**config.mk**
```make
export PLATFORM = sky130hd
export DESIGN_NAME = button_event_decoder
export DESIGN_NICKNAME = d
export VERILOG_FILES = /design/src/rtl/button_event_decoder.sv
export SDC_FILE = /design/constraint.sdc
export NUM_CORES = 1
export LEC_CHECK = 0
export CAP_MARGIN = 40
export CORE_ASPECT_RATIO = 1.2
export CORE_UTILIZATION = 59
export CTS_CLUSTER_SIZE = 30
export DETAILED_ROUTE_END_ITERATION = 8
export GPL_TIMING_DRIVEN = 0
export PLACE_DENSITY = 0.88
export SLEW_MARGIN = 20
export SYNTH_ARGS = -nofsm -noshare
export SYNTH_HDL_FRONTEND = slang
export SYNTH_SLANG_ARGS = --single-unit
```
**constraint.sdc**
```tcl
create_clock -name clk -period 2.52 [get_ports clk]
set_input_delay 0.504 -clock clk [delete_from_list [all_inputs] [get_ports clk]]
set_output_delay 0.504 -clock clk [all_outputs]
set_load 0.02 [all_outputs]
```
**src/rtl/button_event_decoder.sv**
```systemverilog
`default_nettype none
// ============================================================================
// Module   : button_event_decoder
// Brief    : Turns a debounced button level into press/release edges and
//            single-click, double-click and long-press single-cycle events.
// Revision : 1.0 - initial release
// ============================================================================
module button_event_decoder #(
    parameter int LONG_CYCLES = 50000000,
    parameter int GAP_CYCLES  = 15000000,
    parameter int CNT_W       = 26
) (
    input  logic clk,
    input  logic rst_n,
    input  logic pb_db,
    output logic press_pulse,
    output logic release_pulse,
    output logic single_click,
    output logic double_click,
    output logic long_press,
    output logic busy
);

    localparam logic [CNT_W-1:0] c_long_last = CNT_W'(LONG_CYCLES - 1);
    localparam logic [CNT_W-1:0] c_gap_last  = CNT_W'(GAP_CYCLES - 1);
    localparam logic [CNT_W-1:0] c_cnt_one   = CNT_W'(1);

    typedef enum logic [2:0] {
        ST_IDLE   = 3'd0,
        ST_PRESS1 = 3'd1,
        ST_GAP    = 3'd2,
        ST_PRESS2 = 3'd3,
        ST_LONG   = 3'd4
    } state_t;

    state_t           r_state;
    state_t           w_state_nxt;
    logic [CNT_W-1:0] r_cnt;
    logic [CNT_W-1:0] w_cnt_nxt;
    logic             r_pb_prev;
    logic             w_rise;
    logic             w_fall;
    logic             w_single;
    logic             w_double;
    logic             w_long;

    assign w_rise = pb_db & ~r_pb_prev;
    assign w_fall = ~pb_db & r_pb_prev;

    // A press/release edge always takes priority over a timer expiring on the same edge.
    always_comb begin
        w_state_nxt = r_state;
        w_cnt_nxt   = r_cnt;
        w_single    = 1'b0;
        w_double    = 1'b0;
        w_long      = 1'b0;
        case (r_state)
            ST_IDLE: begin
                if (w_rise) begin
                    w_state_nxt = ST_PRESS1;
                    w_cnt_nxt   = '0;
                end
            end
            ST_PRESS1: begin
                if (w_fall) begin
                    w_state_nxt = ST_GAP;
                    w_cnt_nxt   = '0;
                end else if (r_cnt == c_long_last) begin
                    w_state_nxt = ST_LONG;
                    w_long      = 1'b1;
                end else begin
                    w_cnt_nxt   = r_cnt + c_cnt_one;
                end
            end
            ST_GAP: begin
                if (w_rise) begin
                    w_state_nxt = ST_PRESS2;
                    w_cnt_nxt   = '0;
                end else if (r_cnt == c_gap_last) begin
                    w_state_nxt = ST_IDLE;
                    w_cnt_nxt   = '0;
                    w_single    = 1'b1;
                end else begin
                    w_cnt_nxt   = r_cnt + c_cnt_one;
                end
            end
            ST_PRESS2: begin
                if (w_fall) begin
                    w_state_nxt = ST_IDLE;
                    w_double    = 1'b1;
                end
            end
            ST_LONG: begin
                if (w_fall) begin
                    w_state_nxt = ST_IDLE;
                    w_cnt_nxt   = '0;
                end
            end
            default: begin
                w_state_nxt = ST_IDLE;
                w_cnt_nxt   = '0;
            end
        endcase
    end

    // Outputs are registered from the next-state decode so they align with r_state.
    always_ff @(posedge clk or negedge rst_n) begin
        if (!rst_n) begin
            r_state       <= ST_IDLE;
            r_cnt         <= '0;
            r_pb_prev     <= 1'b0;
            press_pulse   <= 1'b0;
            release_pulse <= 1'b0;
            single_click  <= 1'b0;
            double_click  <= 1'b0;
            long_press    <= 1'b0;
            busy          <= 1'b0;
        end else begin
            r_state       <= w_state_nxt;
            r_cnt         <= w_cnt_nxt;
            r_pb_prev     <= pb_db;
            press_pulse   <= w_rise;
            release_pulse <= w_fall;
            single_click  <= w_single;
            double_click  <= w_double;
            long_press    <= w_long;
            busy          <= (w_state_nxt != ST_IDLE);
        end
    end

endmodule
`default_nettype wire

```
# Word level (Yosys, flattened, before mapping)
# Cells that the tools add are included.
# W data, S select, Z words.
# word_totals
elab_cells,50
regBits,36
output_inout_bits,6
in_bits,3
# op_classes
muxes,22
addsub,1
n_reduce_logical,4
eq_ne,9
n_bitwise,5
# op_table
op,n
$mux W26,6
$pmux W26 S5,1
$add A26 B1 Y26 const B,1
$eq A26 B24 Y1 const B,1
$eq A26 B26 Y1 const B,1
$mux W3,6
$pmux W3 S4,1
$mux W1,8
$eq A3 B2 Y1 const B,2
$ne A2 B2 Y1 const B,2
$reduce_and A4 Y1,1
$eq A3 B1 Y1 const B,1
$eq A3 B3 Y1 const B,1
$logic_not A3 Y1,1
$ne A3 B3 Y1 const B,1
$not A1 Y1,3
$reduce_bool A3 Y1,1
$and A1 B1 Y1,2
$reduce_or A2 Y1,1

# Depth between registers and ports, before layout
# depth
word_depth,5
ltp_mapped,8
ltp_nobuf,7

# Worst setup path after synthesis
# Ideal clock, no wire load.
# synth_path
path_type,reg2reg
from,register r_cnt[10]
to,register r_cnt[12]
setup_time_ns,0.126
required_ns,2.394
synth_period_minus_slack_ns,2.027
path_slack_ns,0.493
path_stages_with_launch,8
arrival_ns,1.902
path_buffers,1
path_cell_list,dfrtp_1 -> or4_4 -> nor3_4 -> and4_1 -> o21ai_1 -> clkbuf_1 -> a21oi_1 -> mux2i_1
# synth_via
elab_chain_cells,4
elab_cells_between_ends,10
classes_between,1 x add/sub; 3 x eq/ne; 5 x mux; 1 x reduce/logical
# synth_lines
item,line,text
"start, declared",38,logic [CNT_W-1:0] r_cnt;
"start signal, assigned",120,r_cnt <= w_cnt_nxt;
$add A26 B1 Y26 or $eq A26 B24 Y1 (tied branches),"72, 84, 79",
$mux W26 (on tied branches),"79, 68",
$mux W26 (on tied branches),"76, 65",
$pmux W26 S5,57,case (r_state)
# Several ways; a longest one is shown, not always the timed one. The select of a mux whose other input is x is not followed.
# A chain may end at the register's enable or synchronous reset.

# Final worst setup path
# layout_path
from,input port pb_db
to,register r_cnt[2]
# layout_via
elab_chain_cells,4
elab_cells_between_ends,10
classes_between,3 x eq/ne; 3 x mux; 3 x bitwise; 1 x reduce/logical
# layout_lines
item,line,text
"start, declared",15,"input logic pb_db,"
$not A1 Y1 (*),48,assign w_fall = ~pb_db & r_pb_prev;
$and A1 B1 Y1 (*),48,
named net w_fall,42,logic w_fall;
"$mux W26, or another cell as far along",65,if (w_fall) begin
$pmux W26 S5 or $reduce_and A4 Y1 (tied branches),n/a,
# Mark *: on every way through the listed nets, which the timed path passes. The rest lies on a longest branch.

==> out/results.ini <==
[status]
status=completed

[final_layout]
nNetsFinal=244
diodes=0
design_area_sq_um=2260
fin_util=0.722
area_growth_pct=12.7
drive_gt1_frac=0.108
instances_no_fill=277

[power]
p_comb_frac=0.342
intPower_mw=1.10
power.net_switching_mw=0.634
switching_share=0.366
p_total_mw=1.73
p_leak_nw=0.944
ir_drop_mv=0.719
p_seq_frac=0.388
clock_power_share=0.270
p_per_area_nw_per_um2=766

[drt]
vias_per_cell=6.40
antenna_left=0
drcViolationCount=0
wl_um=4590
vias=1772
drt-initial-drc-count=70
wl_per_cell_um=16.6
first_pass_iters=4

[clock_tree]
cts-buffers-inserted=5
cts_setup_buffers=0
clk_path_buf_depth=2
root_buffer=clkbuf_4
cts_hold_buf=0
clock_latency_ns=0.35
cts_sinks=36
cts_tree=yes
h-tree-depth=2
cts.clk_slew.worst_paths_ns=0.11

[sta]
rsz0062_at_grt=no
finalHoldViolations=0
post-route-period-util=0.927
finalMaxSlewViolations=0
max_freq_mhz=428
relSlewSlack=0.624
clock_skew_ns=0.00431
setup_slack_ns=0.184
tightest_slew_ns=0.560
setup_viol=0
min_period_ns=2.34

[setup_path]
path_common_cell=buf_6
critPathRequiredTime_ns=2.76
reg2reg_slack_ns=0.24
startpoint_type=input port
reg2reg_to=r_cnt[20]
r2r_cells=7
cp.arrival_ns=2.57
crit_fanout=10
crit_buf_inv=4
slowest_delay_ns=0.49
crit_chain=clkdlybuf4s50_1 -> nor2b_1 -> buf_2 -> nor3_1 -> a211oi_1 -> o31a_1 -> buf_6 -> buf_6 -> a31oi_1
end_kind=register
rr_startpoint=r_cnt[10]
critPathTopFamily=buffers and inverters
cp_slowest_cell=clkdlybuf4s50_1
crit_type=in2reg

[global_route]
grt_usage=0.280
grt-ovfl-total=0
grt_max_degree=24
grt_pass1_vias=1721
grt_pass1_wl_um=7820
grt_antenna_before_repair=0

[floorplanning]
dieArea_sq_um=3640
start_util=0.640
die_h_um=65.9
ios=9
chipWidth_um=55.3
std_cell_rows=22
core_sq_um=3140

[synth]
synthArstFlopShare=1.00
synth_edf_count=0
yosys.area.top_type=dfrtp_1
yosysSeqAreaShare=0.448
yosysMostFrequentCell=dfrtp_1
synth_commonest_cells=36 x dfrtp_1, 31 x nand2_1, 21 x a31oi_1
syn_avg_cell_area_sq_um=8.97
synth_cells=224
ys_types=45
syn-num-nets=228
synth_area_sq_um=2010
ys_ff_latch=36
synth.top_cell.area_share=0.448
synthFlopType=dfrtp_1
netlist_top_cells_area=dfrtp_1 45%, a31oi_1 6.5%, nand2_1 5.8%
ys_warn_count=0

[placed_design]
place_ws_ns=-0.417
place_congestion=0.838
placed_area_sq_um=2160
port_buffers=8
dp_cells=269
hpwl_um=3100

[min_path]
hp-class=in2async

[flow_run]
max_cap_viol_count=0

## how the worst max path moves through the flow
stage                   start   endpoint  cells past startpoint
finish                  pb_db   r_cnt[2]                      9
global route         r_cnt[0]  r_cnt[17]                      8
CTS                     pb_db  r_cnt[22]                      7
floorplan           r_cnt[10]  r_cnt[12]                      7
detailed placement      pb_db  r_cnt[19]                      7
global placement        pb_db  r_cnt[25]                      7
## stage by stage
step / setup TNS [ns] / hold WS (ns)
2_1_floorplan: 0 / 0.208
3_3_place_gp: -6.82 / 0.489
3_5_place_dp: -7.28 / 0.433
4_1_cts: 0 / 0.0456
5_1_grt: 0 / 0.0561
6_report: 0 / 0.0429
## cells by family after synthesis
| kind of cell | after synthesis | share of synthesized area |
|---|---|---|
| compound gates | 65 | 0.209 |
| simple gates | 103 | 0.284 |
| flops | 36 | 0.448 |
| mux | 1 | 0.00498 |
| fa+ha+maj | 1 | 0.00623 |
| buf+inv | 16 | 0.0392 |
| xor+xnor | 2 | 0.00872 |
## per-layer routing
| layer | vias to the layer above | wire length (um) | GRT usage | part of all wire |
|---|---|---|---|---|
| met5 | - | 0 | 0 | 0 |
| met1 | 857 | 2070 | 0.341 | 0.45 |
| met4 | 0 | 89 | 0.163 | 0.019 |
| met3 | 9 | 188 | 0.0568 | 0.041 |
| met2 | 35 | 2240 | 0.462 | 0.49 |
| li1 | 871 | - | - | - |
## worst register-to-register path, stage by stage (launching register included)
cell and delay, ns:
dfrtp_1 0.45, or4_4 0.57, nor3_4 0.21, nand4_4 0.20, o2bb2ai_1 0.24, buf_2 0.23
a41oi_1 0.23, a21oi_1 0.05
## power groups by stage
stage	clock network [mW]	registers (mW)	logic [mW]
2_1_floorplan	0	0.687	0.401
3_3_place_gp	0	0.681	0.556
3_5_place_dp	0	0.683	0.573
4_1_cts	0.473	0.671	0.579
5_1_grt	0.492	0.680	0.654
6_report	0.468	0.672	0.593
## state kept, by name, indices dropped and copies added (netlist names)
| register | cells |
|---|---|
| press_pulse | 1 |
| single_click | 1 |
| busy | 1 |
| r_pb_prev | 1 |
| release_pulse | 1 |
| double_click | 1 |
| r_state | 3 |
| long_press | 1 |
| r_cnt | 26 |
## layout by cell type (no fill, tap or decap), types with 2 or more instances in the layout
cell and instances:
clkbuf_1 4, and4b_1 2, nand2b_1 5, nor2b_1 4, clkbuf_8 2, and2_1 2
dfrtp_1 36, clkbuf_4 5, nand4_1 3, and3_1 6, buf_2 4, nor3_1 5
nor2_1 14, buf_6 2, a21oi_1 17, clkbuf_2 3, a22o_1 3, a41oi_1 4
a31oi_1 21, or3b_1 2, clkdlybuf4s50_1 7, nor4_1 3, nand2_1 31, nand3_1 13
o21ai_1 3, or3_1 2, inv_1 4, xnor2_1 2, o21ai_0 8
## repair_timing
| item | in CTS | in global routing |
|---|---|---|
| endpoints found under the setup margin | 6 | 15 |
| hold endpoints to repair | 0 | 0 |
| gates resized for setup | 1 | 6 |
## final cells by class
cell class | instances | area (sq um)
multi-input combinational | 172 | 1040
clock inverter | 1 | 30.0
fill | 234 | 873
clock buffer | 7 | 65.1
buffer | 12 | 67.6
tap | 36 | 45.0
inverter | 4 | 15.0
timing repair buffer | 9 | 103
sequential | 36 | 901
No activity file was read; power rests on OpenSTA's default activity.
